==> config.mk <==
export PLATFORM = sky130hd
export DESIGN_NAME = bus_err_injector
export DESIGN_NICKNAME = d
export VERILOG_FILES = /design/src/rtl/bus_err_inj_pkg.sv /design/src/rtl/fifo_v3.sv /design/src/rtl/onehot_to_bin.sv /design/src/rtl/bus_err_injector.sv
export SDC_FILE = /design/constraint.sdc
export NUM_CORES = 1
export LEC_CHECK = 0
export CAP_MARGIN = 20
export CORE_MARGIN = 2
export CORE_UTILIZATION = 39
export DETAILED_ROUTE_END_ITERATION = 10
export PLACE_DENSITY_LB_ADDON = 0.05
export SYNTH_ARGS = -nofsm -noshare
export SYNTH_HDL_FRONTEND = slang
export SYNTH_HIERARCHICAL = 1
export SYNTH_SLANG_ARGS = --single-unit
==> constraint.sdc <==
create_clock -name clk_i -period 2.6 [get_ports clk_i]
set_input_delay 0.52 -clock clk_i [delete_from_list [all_inputs] [get_ports clk_i]]
set_output_delay 0.52 -clock clk_i [all_outputs]
set_load 0.1 [all_outputs]
==> src/rtl/bus_err_inj_pkg.sv <==
// Shared types for the response-path error injector: queued entry layout and
// the helper that sizes index/pointer fields.
package bus_err_inj_pkg;

    // Widest error code an entry can carry; narrower codes are zero-extended.
    localparam int unsigned MaxErrBits = 8;

    typedef struct packed {
        logic                  inj;
        logic [MaxErrBits-1:0] code;
    } inj_entry_t;

    // Index width for n items, never narrower than one bit.
    function automatic int unsigned idx_width(input int unsigned n);
        return (n > 1) ? $clog2(n) : 1;
    endfunction

endpackage

==> src/rtl/fifo_v3.sv <==
// Small synchronous FIFO with flush; the head is readable combinationally.
// A push into a full FIFO is accepted only when a pop frees a slot in the same cycle.
module fifo_v3
    import bus_err_inj_pkg::*;
#(
    parameter int unsigned DataWidth = 32,
    parameter int unsigned Depth     = 4
) (
    input  logic                 clk_i,
    input  logic                 rst_i,
    input  logic                 flush_i,
    input  logic                 testmode_i,
    input  logic [DataWidth-1:0] data_i,
    input  logic                 push_i,
    output logic [DataWidth-1:0] data_o,
    input  logic                 pop_i,
    output logic                 full_o,
    output logic                 empty_o
);

    localparam int unsigned PtrW = idx_width(Depth);
    localparam int unsigned CntW = $clog2(Depth + 1);

    logic [DataWidth-1:0] mem_reg [Depth];
    logic [PtrW-1:0]      wr_ptr_reg;
    logic [PtrW-1:0]      rd_ptr_reg;
    logic [CntW-1:0]      cnt_reg;
    logic                 do_push;
    logic                 do_pop;
    logic                 unused_testmode;

    assign unused_testmode = testmode_i;

    assign full_o  = (cnt_reg == CntW'(Depth));
    assign empty_o = (cnt_reg == '0);
    assign do_pop  = pop_i & ~empty_o;
    assign do_push = push_i & (~full_o | do_pop);
    assign data_o  = mem_reg[rd_ptr_reg];

    always_ff @(posedge clk_i) begin
        if (do_push) begin
            mem_reg[wr_ptr_reg] <= data_i;
        end
    end

    always_ff @(posedge clk_i) begin
        if (rst_i || flush_i) begin
            wr_ptr_reg <= '0;
            rd_ptr_reg <= '0;
            cnt_reg    <= '0;
        end else begin
            if (do_push) begin
                wr_ptr_reg <= (wr_ptr_reg == PtrW'(Depth - 1)) ? '0 : wr_ptr_reg + PtrW'(1);
            end
            if (do_pop) begin
                rd_ptr_reg <= (rd_ptr_reg == PtrW'(Depth - 1)) ? '0 : rd_ptr_reg + PtrW'(1);
            end
            case ({do_push, do_pop})
                2'b10:   cnt_reg <= cnt_reg + CntW'(1);
                2'b01:   cnt_reg <= cnt_reg - CntW'(1);
                default: cnt_reg <= cnt_reg;
            endcase
        end
    end

endmodule

==> src/rtl/onehot_to_bin.sv <==
// One-hot to binary index encoder; an all-zero input encodes as index 0.
module onehot_to_bin
    import bus_err_inj_pkg::*;
#(
    parameter int unsigned OneHotWidth = 4,
    parameter int unsigned BinWidth    = idx_width(OneHotWidth)
) (
    input  logic [OneHotWidth-1:0] onehot_i,
    output logic [BinWidth-1:0]    bin_o
);

    always_comb begin
        bin_o = '0;
        for (int i = 0; i < OneHotWidth; i++) begin
            if (onehot_i[i]) begin
                bin_o = bin_o | BinWidth'(i);
            end
        end
    end

endmodule

==> src/rtl/bus_err_injector.sv <==
// Response-path error injector: marks requests hitting an address window and
// overrides the error code of every beat of each marked response burst.
module bus_err_injector
    import bus_err_inj_pkg::*;
#(
    parameter int unsigned AddrWidth      = 48,
    parameter int unsigned ErrBits        = 3,
    parameter int unsigned NumOutstanding = 4,
    parameter int unsigned NumChannels    = 1,
    parameter int unsigned CntWidth       = 16
) (
    input  logic                   clk_i,
    input  logic                   rst_i,
    input  logic                   testmode_i,
    input  logic                   cfg_en_i,
    input  logic [AddrWidth-1:0]   cfg_addr_base_i,
    input  logic [AddrWidth-1:0]   cfg_addr_mask_i,
    input  logic [ErrBits-1:0]     cfg_err_code_i,
    input  logic [CntWidth-1:0]    cfg_count_i,
    input  logic                   cfg_arm_i,
    input  logic [NumChannels-1:0] req_hs_valid_i,
    input  logic [AddrWidth-1:0]   req_addr_i,
    input  logic [NumChannels-1:0] rsp_hs_valid_i,
    input  logic [NumChannels-1:0] rsp_burst_last_i,
    input  logic [ErrBits-1:0]     rsp_err_i,
    output logic [ErrBits-1:0]     rsp_err_o,
    output logic [CntWidth-1:0]    inj_remaining_o,
    output logic [CntWidth-1:0]    inj_count_o,
    output logic                   inj_overflow_o
);

    localparam int unsigned IdxW   = idx_width(NumChannels);
    localparam int unsigned SelNum = 2 ** IdxW;

    logic [CntWidth-1:0]    remaining_reg;
    logic [CntWidth-1:0]    count_reg;
    logic                   overflow_reg;
    logic [NumChannels-1:0] dead_reg;

    logic [NumChannels-1:0] full, empty, push, pop, die, pop_marked, unused_head;
    inj_entry_t             head [NumChannels];
    inj_entry_t             new_entry;
    logic                   addr_hit;
    logic                   decrement;

    logic [IdxW-1:0]        rsp_idx;
    logic [SelNum-1:0]      sel_hit;
    logic [ErrBits-1:0]     sel_code [SelNum];

    assign addr_hit       = ((req_addr_i ^ cfg_addr_base_i) & cfg_addr_mask_i) == '0;
    assign new_entry.inj  = cfg_en_i & (remaining_reg != '0) & addr_hit;
    assign new_entry.code = MaxErrBits'(cfg_err_code_i);

    // All-ones budget means unlimited: never count down.
    assign decrement = (|push) & new_entry.inj & (remaining_reg != '1);

    generate
        for (genvar gi = 0; gi < NumChannels; gi++) begin : g_chan
            assign pop[gi]  = rsp_hs_valid_i[gi] & rsp_burst_last_i[gi] & ~empty[gi] & ~dead_reg[gi];
            assign push[gi] = req_hs_valid_i[gi] & ~dead_reg[gi] & (~full[gi] | pop[gi]);
            assign die[gi]  = req_hs_valid_i[gi] & ~dead_reg[gi] & full[gi] & ~pop[gi];
            assign pop_marked[gi]  = pop[gi] & head[gi].inj;
            assign unused_head[gi] = ^head[gi];

            fifo_v3 #(
                .DataWidth ($bits(inj_entry_t)),
                .Depth     (NumOutstanding)
            ) u_fifo (
                .clk_i      (clk_i),
                .rst_i      (rst_i),
                .flush_i    (cfg_arm_i),
                .testmode_i (testmode_i),
                .data_i     (new_entry),
                .push_i     (push[gi]),
                .data_o     (head[gi]),
                .pop_i      (pop[gi]),
                .full_o     (full[gi]),
                .empty_o    (empty[gi])
            );
        end

        // Selection table padded to a power of two so the encoded index is always in range.
        for (genvar gi = 0; gi < SelNum; gi++) begin : g_sel
            if (gi < NumChannels) begin : g_real
                assign sel_hit[gi]  = ~empty[gi] & ~dead_reg[gi] & head[gi].inj;
                assign sel_code[gi] = head[gi].code[ErrBits-1:0];
            end else begin : g_pad
                assign sel_hit[gi]  = 1'b0;
                assign sel_code[gi] = '0;
            end
        end
    endgenerate

    onehot_to_bin #(
        .OneHotWidth (NumChannels),
        .BinWidth    (IdxW)
    ) u_rsp_sel (
        .onehot_i (rsp_hs_valid_i),
        .bin_o    (rsp_idx)
    );

    always_comb begin
        rsp_err_o = rsp_err_i;
        if ((|rsp_hs_valid_i) && sel_hit[rsp_idx]) begin
            rsp_err_o = sel_code[rsp_idx];
        end
    end

    always_ff @(posedge clk_i) begin
        if (rst_i) begin
            remaining_reg <= '0;
            overflow_reg  <= 1'b0;
            dead_reg      <= '0;
        end else if (cfg_arm_i) begin
            remaining_reg <= cfg_count_i;
            overflow_reg  <= 1'b0;
            dead_reg      <= '0;
        end else begin
            if (decrement) begin
                remaining_reg <= remaining_reg - CntWidth'(1);
            end
            dead_reg <= dead_reg | die;
            if (|die) begin
                overflow_reg <= 1'b1;
            end
        end
    end

    always_ff @(posedge clk_i) begin
        if (rst_i) begin
            count_reg <= '0;
        end else if ((|pop_marked) && (count_reg != '1)) begin
            count_reg <= count_reg + CntWidth'(1);
        end
    end

    assign inj_remaining_o = remaining_reg;
    assign inj_count_o     = count_reg;
    assign inj_overflow_o  = overflow_reg;

endmodule

# Word-level counts from Yosys, hierarchy flattened
# Memory sizes are Yosys's and may differ from the RTL's. A register that Yosys moved wholly into a read port is not among the register bits.
# Cells that the tools add are included.
# classes
mux	10
n_bitwise	25
n_lt_le_gt_ge	0
add_sub_neg	6
eq_ne	7
multipliers	0
shift	0
n_reduce_logical	9
div_mod_pow	0
# op_table
op	count
AND 48 bit	1
logical NOT 48 bit	1
XOR 48 bit	1
2-to-1 mux 16 bit	2
inequality test 16 bit, second input constant	2
adder 16 x 1 -> 16 bit, second input constant	1
AND 1 bit	16
nonzero test 16 bit	1
subtractor 16 x 1 -> 16 bit, second input constant	1
2-to-1 mux 2 bit	4
== test 2 bit, second input constant	3
case mux 3 bit (2 select lines)	1
adder 2 x 1 -> 2 bit, second input constant	2
NOT 1 bit	4
nonzero test 2 bit	2
adder 3 x 1 -> 3 bit, second input constant	1
== test 3 bit, second input constant	1
logical NOT 3 bit	1
2-to-1 mux 3 bit	1
OR 1 bit	3
subtractor 3 x 1 -> 3 bit, second input constant	1
== test 2 x 1 -> 1 bit, second input constant	1
logical AND 1 bit	2
2-to-1 mux 1 bit	2
2 further kinds	2
# word_totals
mem_count	1
output_inout_bits	36
mem_bits_rw	16
inputBits	174
wordCells	65
romBits	0
latch_bits	0
ff_bits	41
# memory_table
memory	depth	word_bits	read_ports	rd_ports_with_merged_regs	write_ports	line	rtl
g_chan[0].u_fifo.mem_reg	4	4	1	1	1	fifo_v3.sv:24	logic [DataWidth-1:0] mem_reg [Depth];

# Longest topological paths before layout
# Gate-level depths: netlist (run 1).
# depth
word_depth	10
ltp_mapped	11

# Hierarchy
# Netlist (run 1), hierarchy kept.
# by_module_without_submodules
mod	area_per_inst_um2	n_inst	cells_per_inst
bus_err_injector	2796.4	1	344
fifo_v3	1888.1	1	116
onehot_to_bin	11.3	1	2

# Worst setup path after synthesis (run 1)
# OpenSTA, ideal clock, no wires.
# synth_timing
kind	register to register
start	register remaining_reg[0], in the netlist inj_remaining_o[0]
end	register remaining_reg[15], in the netlist inj_remaining_o[15]
slack_ns	-0.333
t_required_ns	2.457
t_arrival_ns	2.790
setup_time_ns	0.143
period_less_slack_ns	2.933
path_stages_with_launch	11
n_path_buf	1
cell_sequence	dfxtp_1 -> inv_1 -> ha_1 -> nor4b_1 -> nand4_1 -> nand4_1 -> nor4_2 -> nand3_1 -> buf_2 -> nor4b_1 -> a2111oi_2
# synth_between
elab_chain_len	6
elab_cells_between_ends	10
# synth_rtl
item	line	rtl
start, declared	bus_err_injector.sv:35	logic [CntWidth-1:0] remaining_reg;
start signal, assigned	bus_err_injector.sv:115	remaining_reg <= cfg_count_i;
start signal, assigned	bus_err_injector.sv:120	remaining_reg <= remaining_reg - CntWidth'(1);
branches (longest 6 deep; another with subtractor 16 x 1 -> 16 bit)	n/a	
# Several ways; the timed one is not identified. The select of a mux whose other input is x is not followed.
# A chain may end at the register's enable or synchronous reset.

==> results.ini, run 1 <==
[status]
status=complete, no violations

[final_layout]
diodes=0
drive_gt1_share_pct=20.56
final_util_pct=68.57
areaGrowthSynthToFinish_pct=69.21
fin_area_um2=6733
finalNonFillerCells=814
fillers=828
nNetsFinal=860

[sta]
setup_ws_ps=81.74
fin_crit_ps=2518
fin_worst_skew_ps=9.373
finalCritPeriodShare_pct=96.86
hold_viol=0
maxSlewHeadroom_pct=67.49
setup-violations-final=0
maxSlewViolCount=0
worstMarginPinSlew_ps=480.8
whs_ps=511.7
max_freq_ghz=0.3971

[pwr]
leakage_nw=2.624
ir_worst_vdd_mv=0.2526
power.density_nw_per_um2=401.3

[drt]
totalWireLength_um=12570
firstDrtPassIters=4
antenna_left=0
vias=4226
route.detailed.drc=0
wl_per_cell_um=15.45
drtIter0Drc=195
vias_per_cell=5.192

[die]
io_pins=210
core_um2=9819
initial_core_util_pct=40.52
row_count=36
dieWidth_um=105.0
dieHeight_um=105.0
die-area_um2=11030

[setup_path]
r2r_setup_slack_ps=150
reg2reg_from=g_chan[0].u_fifo/cnt_reg[0]
cp.arrival_ps=2000
slowest_stage=mux4_2
cp.required_ps=2080
startpoint_type=flop
path_class=reg2out
cpPeakStageDelay_ps=490
endpoint_kind=output pin
r2r-end=inj_remaining_o[6]
rr_worst_depth=11
worst-path-max-fanout=3
path_cells=mux4_2 -> nor4b_2 -> nand2_2 -> mux2_4 -> buf_12

[placement]
port_buffers=208
dp_cells=795
place_congestion=0.8660
place_area_um2=6382
dp_slack_ps=-350.0
dpl.hpwl_um=10280

[clocking]
cts_buffers=9
cts_tree=yes
root_buffer=clkbuf_8
clock-sinks=59
htreeDepth=3
clockBufferDepth=2
clk_pin_slew_ps=70
clkLatencyLatePin_ps=340

[global_route]
grt_overflow_total=0
grt_pass1_wl_um=20160
antenna_found_initial=0
track_usage_pct=22.48
grt_pass1_vias=4324
grt_start_max_net_pins=25

[worst_hold_path]
worstHoldPathCells=2
hp-start=g_chan[0].u_fifo/rd_ptr_reg[0]
min_to=g_chan[0].u_fifo/rd_ptr_reg[0]
hold_class=reg2reg

[job]
cap_violations=0

[synth]
syn_area_um2=3979
synthCells=436
synth_fp_nets=620
syn_area_per_cell_um2=9.126
yosysWarnings=6

==> cell type report <==
class	count	area [um^2]	area share (%)
flip-flops and latches	59	1361	20.22
inverters	22	82.58	1.227
repair buffers	250	2361	35.07
multi-input cells	334	2542	37.76
well taps	133	166.4	2.472
clock inverters	6	70.07	1.041
clock buffers	10	148.9	2.211
==> worst max-delay path, delay by kind of cell (launching register included) <==
kind / cells / cell delay [ps]
multiplexers: 2 / 820
flip-flops: 1 / 370
AND/OR/NAND/NOR: 2 / 310
buffers and inverters: 1 / 170
==> worst max path at each step <==
stage                                         startpoint             endpoint  slack (ps)  cells past startpoint
after floorplan                      inj_remaining_o[13]  inj_remaining_o[15]          50                      8
after global placement               cfg_addr_base_i[17]   inj_remaining_o[5]        -330                      9
after detailed placement             cfg_addr_base_i[17]   inj_remaining_o[5]        -350                      9
after CTS                            cfg_addr_base_i[17]   inj_remaining_o[5]          20                      9
after global routing                  inj_remaining_o[0]   inj_remaining_o[5]         -20                     11
final                     g_chan[0].u_fifo/mem_reg[2][8]         rsp_err_o[0]          80                      5
==> power breakdown <==
part	internal (mW)	total [mW]	switching, mW
combinational	0.415	0.783	0.367
sequential	0.969	1.00	0.0329
clock	0.507	0.918	0.411
total	1.89	2.70	0.811
==> per-layer routing <==
layer / routed length [um] / track usage, % / vias up / share of wire, %
met3: 827 / 6.363 / 13 / 6.6
met2: 6374 / 39.52 / 127 / 51
li1: - / - / 2103 / -
met1: 5205 / 26.32 / 1983 / 41
met4: 165 / 7.143 / 0 / 1.3
met5: 0 / 0 / - / 0
==> repair_timing <==
action / in CTS / in global routing
endpoints found under the setup margin: 3 / 14
pin swaps: 1 / 14
cloned: 0 / 1
hold buffers: 0 / 0
buffers inserted: 0 / 2
resized for setup: 6 / 22
==> cell usage in the layout (no fill, tap or decap), types with 4 or more instances in the layout <==
cell type / count
edfxtp_1: 16
nor3_1: 8
nor2_1: 32
nand2_1: 23
o211ai_1: 4
a22oi_1: 24
or3_1: 13
and3_1: 7
dfxtp_1: 27
mux2i_1: 4
a21oi_1: 13
mux4_2: 4
xnor2_1: 8
a2111oi_2: 8
xor2_1: 54
and4_1: 5
ha_1: 9
nand4_1: 19
o21ai_0: 7
o31a_1: 4
buf_4: 72
o21a_1: 4
inv_1: 22
clkdlybuf4s50_1: 170
clkbuf_8: 9
or4_1: 4
nor4_1: 4
nor3b_1: 5
nand2b_1: 7
nand3_1: 10
dfxtp_2: 16
==> metrics by stage <==
stage                     total power [mW]  setup TNS [ps]
final                                2.702               0
after global routing                 2.834          -35.47
after CTS                            2.718               0
after detailed placement             1.790           -4404
after global placement               1.777           -3598
after floorplan                      1.379               0
No activity file was read; power rests on OpenSTA's default activity.
==> inputs of run 2 (changes only) <==
--- a/config.mk
+++ b/config.mk
@@ -6,8 +6,10 @@
 export NUM_CORES = 1
 export LEC_CHECK = 0
 export CAP_MARGIN = 20
+export CELL_PAD_IN_SITES_DETAIL_PLACEMENT = 1
+export CELL_PAD_IN_SITES_GLOBAL_PLACEMENT = 1
 export CORE_MARGIN = 2
-export CORE_UTILIZATION = 39
+export CORE_UTILIZATION = 32
 export DETAILED_ROUTE_END_ITERATION = 10
 export PLACE_DENSITY_LB_ADDON = 0.05
 export SYNTH_ARGS = -nofsm -noshare
==> run 2 against run 1 <==
  * First-iteration DRC count rose by 8.7%
  * Sequential power barely moved
  * Die area rose by 21%
  * Core utilization fell by 8.7 points
  * Clock skew barely moved
  * Final cell count rose by 5.8%
  * Sequential share of layout area fell by 1.4 points
  * Worst hold slack got worse by 3.0 ps
  * Register-to-register slack got worse by 20 ps
  * Critical path depth did not move
  * Critical endpoint is now rsp_err_o[2]
  * Non-clock buffer count rose by 11
==> results.ini, run 2 (synthesized netlist as in run 1, its figures left out) <==
[pwr]
power_frac_clock_pct=40.2  ; +6.2 points
pwr-share-seq_pct=32.8  ; -4.3 points
power.density_nw_per_um2=423.9  ; +5.6%
switching_share_pct=27.83  ; -2.2 points
ir_worst_vdd_mv=0.2868  ; +14%
p_int_mw=2.211  ; +17%
power_switching_mw=0.8525  ; +5.2%
combinationalPowerShare_pct=27.0  ; -2.0 points
leakage_nw=3.123  ; +19%
total_power_mw=3.063  ; +13%

[clocking]
postCtsHoldBufs=0  ; unchanged
clock-sinks=59  ; unchanged
clkLatencyLatePin_ps=330  ; about the same
cts_tree=yes
clk_pin_slew_ps=50  ; -20 ps
htreeDepth=3  ; unchanged
clockBufferDepth=2  ; unchanged
root_buffer=clkbuf_16
cts_buffers=9  ; unchanged

[setup_path]
cp.arrival_ps=2030  ; +30 ps
startpoint_type=flop
cpPeakStageDelay_ps=490  ; about the same
path_class=reg2out
reg2reg_from=g_chan[0].u_fifo/cnt_reg[0]
cp.required_ps=2080  ; about the same
worst-path-max-fanout=3  ; unchanged
r2r-end=inj_remaining_o[6]
r2r_setup_slack_ps=130  ; -20 ps
path_buf_inv=1  ; unchanged
endpoint_kind=output pin
path_cells=mux4_2 -> nor4b_1 -> nand2_1 -> mux2_2 -> buf_12
slowest_stage=mux4_2
cp_top_family=multiplexers
rr_worst_depth=12  ; +1

[drt]
antenna_left=0  ; unchanged
firstDrtPassIters=4  ; unchanged
drtIter0Drc=212  ; +8.7%
vias=4432  ; +4.9%
totalWireLength_um=15440  ; +23%
vias_per_cell=5.148  ; -0.85%
route.detailed.drc=0  ; unchanged
wl_per_cell_um=17.93  ; +16%

[sta]
max_freq_ghz=0.3917  ; -1.3%
finalCritPeriodShare_pct=98.18  ; +1.3 points
whs_ps=508.7  ; -2.962 ps
fin_worst_skew_ps=9.021  ; -0.3525 ps
maxSlewHeadroom_pct=64.85  ; -2.6 points
worstMarginPinSlew_ps=520.0  ; +39.16 ps
hold_viol=0  ; unchanged
setup-violations-final=0  ; unchanged
maxSlewViolCount=0  ; unchanged
rsz0062_at_grt=true
fin_crit_ps=2553  ; +34.43 ps

[final_layout]
fillers=1321  ; +60%
final_util_pct=59.91  ; -8.7 points
final_common_cell=clkdlybuf4s50_1
drive_gt1_share_pct=25.29  ; +4.7 points
ff_latch_area_um2=1360  ; about the same
nNetsFinal=871  ; +1.3%
areaGrowthSynthToFinish_pct=81.60
final_cell_mix=clkdlybuf4s50_1 (127), buf_4 (81), dlymetal6s2s_1 (45)
multiInputGateArea_um2=2699  ; +6.2%

[worst_hold_path]
min_to=inj_count_o[14]
hp-start=inj_count_o[14]
worstHoldPathCells=2  ; unchanged
hold_class=reg2reg

[global_route]
track_usage_pct=21.63  ; -0.86 points
grt_start_max_net_pins=31  ; +24%
antenna_found_initial=1  ; +1
grt_pass1_wl_um=22600  ; +12%
grt_overflow_total=0  ; unchanged
grt_pass1_vias=4626  ; +7.0%

[die]
dieHeight_um=115.5  ; +10%
core_um2=12060  ; +23%
die-area_um2=13340  ; +21%
row_count=40  ; +11%
dieWidth_um=115.5  ; +10%
io_pins=210  ; unchanged
initial_core_util_pct=32.99  ; -7.5 points

[placement]
port_buffers=208  ; unchanged
place_congestion=0.8667  ; about the same
dpl.hpwl_um=11850  ; +15%

[job]
cap_violations=0  ; unchanged

[status]
status=complete, no violations

[run 2: cell count changes in the layout (fill, tap and decap cells not counted), moves of 6 or more]
cell / change
clkdlybuf4s50_1: -43
dlymetal6s2s_1: +43
xor2_1: -13
xor2_2: +13
buf_4: +9
clkbuf_16: +8
a22oi_1: -7
a22oi_2: +7
clkbuf_8: -6
[run 2: how the worst max path moves through the flow]
stage | startpoint | to | cells past startpoint | slack [ps]
6_report | g_chan[0].u_fifo/mem_reg[3][8] | rsp_err_o[2] | 5 | 50
5_1_grt | g_chan[0].u_fifo/cnt_reg[0] | inj_remaining_o[6] | 12 | -70
4_1_cts | g_chan[0].u_fifo/mem_reg[3][8] | rsp_err_o[2] | 5 | 5
3_5_place_dp | cfg_addr_base_i[27] | inj_remaining_o[5] | 9 | -420
3_3_place_gp | cfg_addr_base_i[27] | inj_remaining_o[5] | 9 | -360
2_1_floorplan | inj_remaining_o[13] | inj_remaining_o[15] | 8 | 50
[run 2: final cells by class]
cell class | instances | area share (%)
Antenna cell | 1 | 0.03463
Multi-Input combinational cell | 334 | 37.35
Clock buffer | 12 | 3.688
Inverter | 22 | 1.143
Tap cell | 168 | 2.909
Sequential cell | 59 | 18.82
Timing Repair Buffer | 261 | 35.41
Clock inverter | 4 | 0.6407
[run 2: metal layers]
layer	vias to the layer above	share of wire, %	track usage (%)
li1	2113	-	-
met2	163	52	39.84
met1	2128	38	23.50
met3	28	7.5	6.904
met5	-	0	0
met4	0	2.2	6.747
[run 2: repair_timing]
item / 4_1_cts / 5_1_grt
setup endpoints to repair: 9 / 20
pin swaps: 2 / 39
buffers inserted: 0 / 12
resized for setup: 6 / 89
[run 2: metrics by stage]
stage	setup TNS [ps]	cells	setup WS, ps	instance area [um^2]
2_1_floorplan	0	436	45.04	3995
4_1_cts	0	848	4.645	6779
6_report	0	861	47.32	7226
3_5_place_dp	-5459	832	-419.3	6441
5_1_grt	-245.2	861	-74.30	7226
3_3_place_gp	-3724	832	-355.4	6441
[run 2: power by group through the flow]
stage	Combinational (mW)	Sequential [mW]	Clock (mW)
floorplan	0.245	1.13	0
global placement	0.761	1.02	0
detailed placement	0.779	1.02	0
CTS	0.788	1.00	1.27
global route	0.881	1.01	1.31
finish	0.827	1.01	1.23
[run 2: worst min-delay path, cell delays in order, from the launching register on]
cell	delay [ps]
dfxtp_1	320
o21ai_0	80
a21oi_1	60
==> inputs of run 3 (changes only) <==
--- a/config.mk
+++ b/config.mk
@@ -10,6 +10,7 @@
 export CELL_PAD_IN_SITES_GLOBAL_PLACEMENT = 1
 export CORE_MARGIN = 2
 export CORE_UTILIZATION = 32
+export CTS_BUF_LIST = sky130_fd_sc_hd__clkbuf_8 sky130_fd_sc_hd__clkbuf_16
 export DETAILED_ROUTE_END_ITERATION = 10
 export PLACE_DENSITY_LB_ADDON = 0.05
 export SYNTH_ARGS = -nofsm -noshare
==> results of run 3 <==
The final DEF is identical to that of run 2; final timing and power are the same.
